### src/rtl/imm_pkg.sv
// imm_pkg: opcodes, format tags and result bundle for the immediate generator.
// Shared by imm_decode and imm_gen_pipe; XLEN_MAX sizes the stored immediate.
package imm_pkg;

  localparam int XLEN_MAX = 64;

  localparam logic [6:0] OPC_OPIMM   = 7'b0010011;
  localparam logic [6:0] OPC_LOAD    = 7'b0000011;
  localparam logic [6:0] OPC_OPIMM32 = 7'b0011011;
  localparam logic [6:0] OPC_JALR    = 7'b1100111;
  localparam logic [6:0] OPC_STORE   = 7'b0100011;
  localparam logic [6:0] OPC_BRANCH  = 7'b1100011;
  localparam logic [6:0] OPC_LUI     = 7'b0110111;
  localparam logic [6:0] OPC_AUIPC   = 7'b0010111;
  localparam logic [6:0] OPC_JAL     = 7'b1101111;
  localparam logic [6:0] OPC_SYSTEM  = 7'b1110011;

  typedef enum logic [2:0] {
    FMT_NONE,
    FMT_I,
    FMT_S,
    FMT_B,
    FMT_U,
    FMT_J,
    FMT_Z
  } imm_fmt_e;

  typedef struct packed {
    logic [XLEN_MAX-1:0] imm;
    imm_fmt_e            fmt;
    logic                illegal;
  } imm_res_t;

endpackage

### src/rtl/imm_decode.sv
// imm_decode: combinational inst[31:0] -> imm_res_t (imm, fmt, illegal).
// XLEN=32 zeroes imm[63:32] and rejects OP-IMM-32; IMM_GEN_CSR_EN adds FMT_Z.
module imm_decode
  import imm_pkg::*;
#(
  parameter int XLEN = 64
) (
  input  logic [31:0] inst,
  output imm_res_t    res
);

  localparam logic [63:0] MASK =
    (XLEN == 32) ? 64'h0000_0000_ffff_ffff : '1;

  logic [6:0]  opc;
  logic [2:0]  f3;
  logic        s;
  logic        is_i;
  logic        is_s;
  logic        is_b;
  logic        is_u;
  logic        is_j;
  logic [63:0] imm_i;
  logic [63:0] imm_s;
  logic [63:0] imm_b;
  logic [63:0] imm_u;
  logic [63:0] imm_j;
  logic [63:0] imm_full;

  assign opc = inst[6:0];
  assign f3  = inst[14:12];
  assign s   = inst[31];

  assign imm_i = {{52{s}}, inst[31:20]};
  assign imm_s = {{52{s}}, inst[31:25], inst[11:7]};
  assign imm_b = {{51{s}}, inst[31], inst[7],
                  inst[30:25], inst[11:8], 1'b0};
  assign imm_u = {{32{s}}, inst[31:12], 12'b0};
  assign imm_j = {{43{s}}, inst[31], inst[19:12],
                  inst[20], inst[30:21], 1'b0};

  assign is_i = (opc == OPC_OPIMM)
             || (opc == OPC_LOAD)
             || ((opc == OPC_OPIMM32) && (XLEN == 64))
             || ((opc == OPC_JALR) && (f3 == 3'b000));
  assign is_s = (opc == OPC_STORE);
  assign is_b = (opc == OPC_BRANCH);
  assign is_u = (opc == OPC_LUI) || (opc == OPC_AUIPC);
  assign is_j = (opc == OPC_JAL);

`ifdef IMM_GEN_CSR_EN
  logic        is_z;
  logic [63:0] imm_z;
  // Immediate CSR ops only: csrrwi/csrrsi/csrrci.
  assign is_z  = (opc == OPC_SYSTEM) && f3[2]
              && (f3[1:0] != 2'b00);
  assign imm_z = {59'b0, inst[19:15]};
`endif

  always_comb begin
    res      = '{imm: '0, fmt: FMT_NONE, illegal: 1'b1};
    imm_full = '0;
    unique case (1'b1)
      is_i: begin
        imm_full = imm_i;
        res.fmt  = FMT_I;
      end
      is_s: begin
        imm_full = imm_s;
        res.fmt  = FMT_S;
      end
      is_b: begin
        imm_full = imm_b;
        res.fmt  = FMT_B;
      end
      is_u: begin
        imm_full = imm_u;
        res.fmt  = FMT_U;
      end
      is_j: begin
        imm_full = imm_j;
        res.fmt  = FMT_J;
      end
`ifdef IMM_GEN_CSR_EN
      is_z: begin
        imm_full = imm_z;
        res.fmt  = FMT_Z;
      end
`endif
      default: begin
        imm_full = '0;
        res.fmt  = FMT_NONE;
      end
    endcase
    res.illegal = (res.fmt == FMT_NONE);
    res.imm     = imm_full & MASK;
  end

endmodule

### src/rtl/imm_gen_pipe.sv
// imm_gen_pipe: registered immediate generator behind a 2-entry skid buffer.
// Ports: clk, reset, in_valid/in_ready/in_inst, out_valid/out_ready/out_imm/out_fmt/out_illegal.
// Optional build macro IMM_GEN_CSR_EN enables the FMT_Z (zimm) decode.
module imm_gen_pipe
  import imm_pkg::*;
#(
  parameter int XLEN  = 64,
  parameter int FMT_W = 3
) (
  input  logic             clk,
  input  logic             reset,
  input  logic             in_valid,
  output logic             in_ready,
  input  logic [31:0]      in_inst,
  output logic             out_valid,
  input  logic             out_ready,
  output logic [XLEN-1:0]  out_imm,
  output logic [FMT_W-1:0] out_fmt,
  output logic             out_illegal
);

  localparam imm_res_t RES_RST =
    '{imm: '0, fmt: FMT_NONE, illegal: 1'b0};

  imm_res_t dec;
  imm_res_t main_q;
  imm_res_t skid_q;
  logic     main_v;
  logic     skid_v;
  logic     acc;
  logic     xfer;

  imm_decode #(.XLEN(XLEN)) u_dec (
    .inst (in_inst),
    .res  (dec)
  );

  // in_ready depends only on state, never on out_ready.
  assign in_ready = !skid_v;
  assign acc      = in_valid && in_ready;
  assign xfer     = main_v && out_ready;

  always_ff @(posedge clk) begin
    if (reset) begin
      main_v <= 1'b0;
      skid_v <= 1'b0;
      main_q <= RES_RST;
      skid_q <= RES_RST;
    end else if (xfer) begin
      if (skid_v) begin
        main_q <= skid_q;
        skid_v <= 1'b0;
      end else if (acc) begin
        main_q <= dec;
      end else begin
        main_v <= 1'b0;
      end
    end else if (acc) begin
      if (!main_v) begin
        main_q <= dec;
        main_v <= 1'b1;
      end else begin
        skid_q <= dec;
        skid_v <= 1'b1;
      end
    end
  end

  assign out_valid   = main_v;
  assign out_imm     = main_q.imm[XLEN-1:0];
  assign out_fmt     = FMT_W'(main_q.fmt);
  assign out_illegal = main_q.illegal;

endmodule

### config.mk
export PLATFORM = sky130hd
export DESIGN_NAME = imm_gen_pipe
export DESIGN_NICKNAME = d
export VERILOG_FILES = /design/src/rtl/imm_pkg.sv /design/src/rtl/imm_decode.sv /design/src/rtl/imm_gen_pipe.sv
export SDC_FILE = /design/constraint.sdc
export NUM_CORES = 1
export LEC_CHECK = 0
export CAP_MARGIN = 20
export CORE_UTILIZATION = 34
export CTS_BUF_LIST = sky130_fd_sc_hd__clkbuf_4 sky130_fd_sc_hd__clkbuf_8
export DETAILED_ROUTE_END_ITERATION = 16
export SYNTH_ARGS = -nofsm -noshare
export SYNTH_HDL_FRONTEND = slang
export SYNTH_HIERARCHICAL = 1
export SYNTH_SLANG_ARGS = --single-unit
### constraint.sdc
create_clock -name clk -period 4 [get_ports clk]
set_clock_uncertainty 0.15 [all_clocks]
set_input_delay 1 -clock clk [delete_from_list [all_inputs] [get_ports clk]]
set_output_delay 1 -clock clk [all_outputs]
set_load 0.03 [all_outputs]
* Word-level counts from Yosys, hierarchy flattened
Cells that the tools add are included.
** Storage, ports and cells
- Flip-flop bits (word level) :: 138
- Input bits :: 36
- Output and inout bits :: 70
- Logic and storage cells :: 49
** Cells by class
- Equality and inequality tests :: 12
- Muxes and demuxes :: 11
- Bitwise operators :: 1
- Reductions and logical operators :: 17
** Operators by type and width (count)
- 68-bit 2-to-1 mux :: 5
- 64-bit case mux with 5 select lines :: 1
- 7-bit by 5-bit equality test with 1-bit output, second input constant :: 3
- 7-bit equality test, second input constant :: 3
- 3-bit case mux with 5 select lines :: 1
- 7-bit by 6-bit equality test with 1-bit output, second input constant :: 2
- 3-bit AND reduction :: 3
- 7-bit by 2-bit equality test with 1-bit output, second input constant :: 1
- 3-bit logical NOT :: 2
- 1-bit logical OR :: 4
- 1-bit 2-to-1 mux :: 4
- 2-bit != test, second input constant :: 2
- 2-bit nonzero test :: 2
- 1-bit logical AND :: 3
- 2-bit by 1-bit != test with 1-bit output, second input constant :: 1
- 2-bit AND reduction :: 1
- 2-bit OR reduction :: 1
- 1-bit logical NOT :: 1
- 1-bit inverter :: 1

* Logic depth before layout (Yosys ltp)
Gate-level depths: netlist of the first run.
- Word-level depth :: 9
- Mapped depth :: 8
- Mapped depth without buffers :: 6

* Cells and area by module
The synthesis of the first run kept the hierarchy.
** By module, submodules not included
- imm_gen_pipe :: instances 1, cells each 614, area an instance 5348.9 um^2, sequential area each 2762.6 um^2
- imm_decode :: instances 1, cells each 111, area an instance 739.5 um^2, sequential area each 0.0 um^2

* Worst setup path before layout of the first run
Ideal clock, no wire load.
- Kind :: input to register
- Start :: input in_inst[2]
- End :: register main_q, in the netlist out_imm[43]
- Setup time :: 0.059 ns
- Data arrival time :: 2.928 ns
- Data required time :: 3.791 ns
- Path slack :: 0.863 ns
- Stages :: 6
- Path buffers :: 2
- Cells stage by stage :: clkbuf_1 -> or4_4 -> nand2_1 -> o31a_1 -> buf_4 -> o221a_2
** RTL lines
- start: declaration :: line imm_gen_pipe.sv:14 : input logic [31:0] in_inst,
- end signal: assignment :: line imm_gen_pipe.sv:51 : main_q <= skid_q;
- end: declaration :: line imm_gen_pipe.sv:26 : imm_res_t main_q;

==> metrics.md, run 1 <==
| Metric | Value |
|---|---|
| Status | `complete, no violations` |
| Fin nets | `805` |
| Gpl congestion | `0.820` |
| Reg area | `0.00276 mm2` |
| Count of final setup violators | `0` |
| Unrepaired setup endpoints after global routing | `false` |
| Worst slack, placed | `0.568 ns` |
| Post-CTS sizing | `0` |
| Fraction of registers with async set/reset | `0%` |
| Die Ht | `136 um` |
| First-pass GRT wire length | `25400 um` |
| Worst setup path endpoint | `skid_q[31]` |
| Hold Slack | `0.305 ns` |
| Clock-pin slew on the worst setup and hold paths | `0.07 ns` |
| Period utilization | `73.7%` |
| DR iter-0 viols | `431` |
| Slew @ Worst Pin | `0.667 ns` |
| Synthesized Nets | `761` |
| Startpoint Class | `input pin` |
| Antenna violations before repair | `0` |
| Port bufs | `105` |
| P&R area growth vs syn | `23.4%` |
| I/O pin total | `106` |
| Worst Path Class, Setup | `input pin to register` |
| Share of the synthesized area in the top cell type | `45.4%` |
| Rows | `48` |
| Diodes inserted | `0` |
| Worst-Skew Late Latency | `0.45 ns` |
| Root Driver | `clkbuf_8` |
| Worst r2r dst | `out_imm[15]` |
| Power per Cell Area | `425 mW/mm2` |
| Filler instances | `1755` |
| Post-synthesis cell count | `725` |
| Hold_buf cts | `0` |
| CTS sink count | `138` |
| Max clock buf depth | `2` |
| Crit Reg-Reg Startpoint | `out_valid` |
| Fin. Hold Viols | `0` |
| Final Slew Violations | `0` |
| Initial Utilization | `35.0%` |
| Footprint of the multi-input gates | `0.00255 mm2` |
| Area of the die | `0.0184 mm2` |
| Synth warn | `6` |
| Final worst-path setup slack | `1.05 ns` |
| Hold Crit Depth | `2` |
| CTS buffer count | `17` |
| Worst Path Arrival | `3.17 ns` |
| Total global routing overflow | `0` |
| Seq pwr share | `46.1%` |
| DRC Markers | `0` |
| Max Cap Viol | `0` |
| Tmin final | `2.95 ns` |
| Peak VDD IR | `0.185 mV` |
| Crit path from | `in_inst[6]` |
| WL/cell | `15.9 um` |
| Sw Ratio | `28.0%` |
| Fmax | `0.339 GHz` |
| Main synth FF type | `dfxtp_1` |
| CP Max Fanout | `11` |
| FF+latch count, synth | `138` |
| Internal | `2.30 mW` |
| Routed WL | `16000 um` |
| Synth Cell Area | `0.00609 mm2` |
| CTS tree | `built` |
| Hold Path Class | `register to register` |
| Global-route usage over all layers | `17.9%` |
| Die width | `136 um` |
| Setup TNS Final | `0 ns` |
| Req. time, crit path | `4.23 ns` |
| Synth area leader | `dfxtp_1` |
| Number of global-route vias before repair | `4543` |
| Via count of the routed design | `5030` |
| CTS HTree Levels | `4` |
| Unique masters post-synth | `46` |
| DRT Pass-1 Iters | `4` |
| Reg2Reg Depth | `4` |
| Setup crit end kind | `register` |
| Switching pwr | `0.894 mW` |
| Worst R2R Setup Slack | `2.03 ns` |
| Post-CTS setup buffer count | `0` |
| Routed Antenna Nets | `0` |
| Largest net degree at the start of global routing | `69` |
| Area of the core | `0.0174 mm2` |
| Share of cells above drive strength 1 | `13.3%` |
| Clk pwr share | `38.3%` |
| Post-synth EDFFs | `0` |
| Top cells by area, synth | `dfxtp_1 45%, a21oi_1 11%, nand2_1 9.6%` |
| Total power | `3.20 mW` |
| Register area share after synthesis | `45.4%` |
| Max-Slew Margin vs Limit | `55.3%` |
| Combinational share of power | `15.6%` |
| Post-DP HPWL | `9570 um` |
| Via-to-Cell Ratio | `5.00` |
| Avg Inst Size Synth | `8.40 um2` |
| Static leakage | `2.71 nW` |
## power by group through the flow
stage | sequential (mW) | clock [mW] | combinational, mW
after global placement | 1.51 | 0 | 0.498
after CTS | 1.47 | 1.26 | 0.502
final | 1.47 | 1.23 | 0.498
after floorplan | 1.61 | 0 | 0.189
after global routing | 1.48 | 1.32 | 0.529
after detailed placement | 1.50 | 0 | 0.501
## Yosys cell counts, types with 2 or more instances
cell type	instances
nand2_1	156
dfxtp_1	138
a21oi_1	137
inv_1	73
o221a_2	48
buf_4	38
clkbuf_1	32
o221a_1	20
buf_2	17
a21o_1	11
and2_1	7
a22o_1	4
nor3_1	4
buf_6	3
a211oi_1	2
and3_1	2
nor2_1	2
nor2b_1	2
o21ai_0	2
## metal layers
layer	share of wire (%)	GRT usage, %	vias to the layer above
li1	-	-	2543
met1	48	24.2	2364
met2	45	26.8	106
met3	5.5	5.00	17
met4	1.6	6.74	0
met5	0	0	-
## flip-flops by register name, summed over array words and instances (netlist names)
register and count:
out_valid 1, skid_q 68, out_imm 64, out_fmt 3
out_illegal 1, skid_v 1
## placed cells by master (no fill, tap or decap), types with 4 or more instances in the layout
cell,Yosys,layout
o221a_1,20,20
and2_1,7,7
clkdlybuf4s50_1,0,104
a22o_1,4,4
a21o_1,11,11
dfxtp_1,138,138
o221a_2,48,48
buf_12,0,7
a21oi_1,137,137
buf_4,38,5
nor3_1,4,4
inv_1,73,73
clkinv_4,0,4
nand2_1,156,156
clkbuf_8,0,18
## cell families (layout without fill, tap and decap cells)
family | Yosys count | after routing | share of synthesized area, %
AOI/OAI and AO/OA | 235 | 235 | 27.8
buffers and inverters | 164 | 221 | 13.2
DFF | 138 | 138 | 45.4
and+or+nand+nor | 188 | 188 | 13.6
## cell type report
class,instances,share of cell area [%]
Clock buffer,20,3.50
Sequential cell,138,36.8
Multi-Input combinational cell,423,33.9
Inverter,73,3.65
Timing Repair Buffer,116,16.2
Clock inverter,12,2.20
Tap cell,225,3.75
## worst min path at each step
stage,to,from,slack [ns]
after global placement,skid_q[8],skid_q[8],0.29
final,skid_q[29],skid_q[29],0.30
after detailed placement,skid_q[67],skid_q[67],0.30
after floorplan,skid_q[0],skid_q[0],0.29
after global routing,skid_q[49],skid_q[49],0.32
after CTS,skid_q[12],skid_q[12],0.31
## worst max-delay path: stages
cell             delay (ns)
clkdlybuf4s50_1        0.55
nand3b_4               0.24
or4_4                  0.53
a31oi_2                0.50
a21o_1                 0.18
nand2_1                0.06
a21oi_1                0.12
## through the flow
step	area (um2)	utilization (%)	cells
global placement	7090	40.7	975
global route	7510	43.1	1007
floorplan	6090	-	725
CTS	7510	43.1	1007
finish	7510	43.1	1007
detailed placement	7090	40.7	975
Note: power is estimated with default switching activity, not from simulation.
==> run 2, diff against run 1 <==
==> constraint.sdc (replaced) <==
create_clock -name clk -period 2.84 [get_ports clk]
set_clock_uncertainty 0.15 [all_clocks]
set_input_delay 0.71 -clock clk [delete_from_list [all_inputs] [get_ports clk]]
set_output_delay 0.71 -clock clk [all_outputs]
set_load 0.03 [all_outputs]
==> run 2 against run 1 <==
  * Worst setup slack got worse by 0.83 ns
  * Critical path type is now register to primary output
  * Count of clock-buffer cells in the layout stayed put
  * Non-clock buffer count grew 22
  * First-iteration DRC count is 23% lower
==> metrics.md, run 2 (synthesized netlist as in run 1, its figures left out) <==
| Metric | Value |
|---|---|
| Final core utilization | `44.0%` |
| Status | `complete, no violations` |
| Worst Min Path Start | `skid_q[1]` |
| Fin. Hold Viols | `0` |
| Internal | `3.07 mW` |
| Area of the core | `0.0174 mm2` |
| Routed Antenna Nets | `0` |
| Root Driver | `clkbuf_8` |
| CP Max Fanout | `10` |
| WL/cell | `15.8 um` |
| Setup crit end kind | `primary output` |
| Peak VDD IR | `0.307 mV` |
| Startpoint Class | `register` |
| Static leakage | `2.80 nW` |
| Reg area | `0.00276 mm2` |
| Switching pwr | `1.23 mW` |
| Via count of the routed design | `5102` |
| Crit Reg-Reg Startpoint | `out_valid` |
| Die width | `136 um` |
| Gpl congestion | `0.837` |
| Sw Ratio | `28.6%` |
| Worst slack, placed | `-0.00329 ns` |
| Worst Path Class, Setup | `register to primary output` |
| DRT Pass-1 Iters | `5` |
| Period utilization | `92.2%` |
| DRC Markers | `0` |
| Max clock buf depth | `2` |
| Hold_buf cts | `0` |
| Die Ht | `136 um` |
| Most common cell after layout, fill and taps aside | `nand2_1` |
| Post-DP HPWL | `10500 um` |
| Met3 Use GR | `5.00%` |
| Routed WL | `16300 um` |
| Share of cells above drive strength 1 | `15.7%` |
| Global-route usage over all layers | `18.4%` |
| Tmin final | `2.62 ns` |
| Power per Cell Area | `560 mW/mm2` |
| Worst Path Arrival | `1.76 ns` |
| Global routing usage on met2 | `27.9%` |
| Worst Path Buf+Inv | `1` |
| Crit-path cells | `clkdlybuf4s50_1` |
| Slowest-stage cell, CP | `clkdlybuf4s50_1` |
| WHS Endpoint | `skid_q[1]` |
| Footprint of the multi-input gates | `0.00255 mm2` |
| Worst R2R Setup Slack | `1.03 ns` |
| Seq pwr share | `48.4%` |
| Fin nets | `827` |
| CP top delay family | `buffers and inverters` |
| Initial Utilization | `35.0%` |
| Gr busiest metal | `met2` |
| CTS buffer count | `17` |
| CTS tree | `built` |
| Hold Slack | `0.305 ns` |
| Rows | `48` |
| Number of global-route vias before repair | `4801` |
| Combinational share of power | `16.9%` |
| Hold Crit Depth | `2` |
| Total global routing overflow | `0` |
| Post-CTS setup buffer count | `0` |
| I/O pin total | `106` |
| Top reg by flops | `skid_q` |
| Req. time, crit path | `1.98 ns` |
| Diodes inserted | `0` |
| Max Cap Viol | `0` |
| Max-Slew Margin vs Limit | `52.6%` |
| Antenna violations before repair | `0` |
| Post-CTS sizing | `0` |
| Setup TNS Final | `0 ns` |
| CP peak stage delay | `0.76 ns` |
| Clock-pin slew on the worst setup and hold paths | `0.08 ns` |
| Reg2Reg Depth | `4` |
| Largest net degree at the start of global routing | `61` |
| Slew @ Worst Pin | `0.704 ns` |
| Port bufs | `105` |
| P&R area growth vs syn | `25.9%` |
| CTS HTree Levels | `4` |
| Count of final setup violators | `0` |
| First-pass GRT wire length | `26100 um` |
| Unrepaired setup endpoints after global routing | `false` |
| Area of the die | `0.0184 mm2` |
| DR iter-0 viols | `333` |
| CTS sink count | `138` |
| Crit path from | `out_valid` |
| Final worst-path setup slack | `0.221 ns` |
| Most frequent cells in the layout | `156 x nand2_1, 138 x dfxtp_1, 137 x a21oi_1` |
| Hold Path Class | `register to register` |
| Clk pwr share | `34.8%` |
| Via-to-Cell Ratio | `4.96` |
| Worst r2r dst | `out_imm[40]` |
| Worst-Skew Late Latency | `0.46 ns` |
| Filler instances | `1742` |
| Met1 Track Usage GR | `25.2%` |
| Largest register FFs | `68` |
| Fmax | `0.382 GHz` |
| Final Slew Violations | `0` |
[run 2: cell count changes in the layout (fill, tap and decap cells not counted), moves of 3 or more]
cell      before  now
buf_12         7   11
buf_4          5   23
clkinv_2       0    5
clkinv_4       4    1
[run 2: worst max-delay path by stage]
stage | slack, ns | cells after the start | endpoint
after floorplan | 0.30 | 6 | out_imm[43]
after global placement | -0.04 | 7 | out_imm[6]
after detailed placement | -0.003 | 9 | skid_q[16]
after CTS | 0.19 | 1 | out_valid
after global routing | 0.15 | 1 | out_valid
final | 0.22 | 1 | out_valid
[run 2: stage by stage]
stage               cell area (um2)  std cells  power [mW]
floorplan                      6090        725        2.53
global placement               7300        997        2.85
detailed placement             7300        997        2.85
CTS                            7670       1029        4.34
global route                   7670       1029        4.48
finish                         7670       1029        4.29
[run 2: final cells by class]
cell class,count,share of cell area (%)
sequential,138,36.0
multi-input combinational,423,33.3
timing repair buffer,138,18.7
tap,225,3.67
inverter,73,3.57
clock buffer,20,3.43
clock inverter,12,1.32
[run 2: power groups by stage]
stage / logic (mW) / registers (mW) / clock network [mW]
after CTS: 0.729 / 2.08 / 1.53
final: 0.724 / 2.08 / 1.49
after global placement: 0.724 / 2.12 / 0
after detailed placement: 0.729 / 2.12 / 0
after global routing: 0.772 / 2.09 / 1.62
after floorplan: 0.266 / 2.27 / 0
[run 2: layer usage]
layer  wire length [um]  up-vias
met4                170        0
met2               7340      124
met5                  0        -
met1               7960     2382
li1                   -     2583
met3                784       13
[run 2: tightest hold or removal path, cell delays in order (launching register included)]
cell     delay [ns]
dfxtp_1        0.31
nand2_1        0.05
a21oi_1        0.05
==> run 3, diff against run 2 <==
--- a/config.mk
+++ b/config.mk
@@ -5,7 +5,6 @@
 export SDC_FILE = /design/constraint.sdc
 export NUM_CORES = 1
 export LEC_CHECK = 0
-export CAP_MARGIN = 20
 export CORE_UTILIZATION = 34
 export CTS_BUF_LIST = sky130_fd_sc_hd__clkbuf_4 sky130_fd_sc_hd__clkbuf_8
 export DETAILED_ROUTE_END_ITERATION = 16
==> results of run 3 <==
Final layout, timing and power as in run 2 (identical DEF).
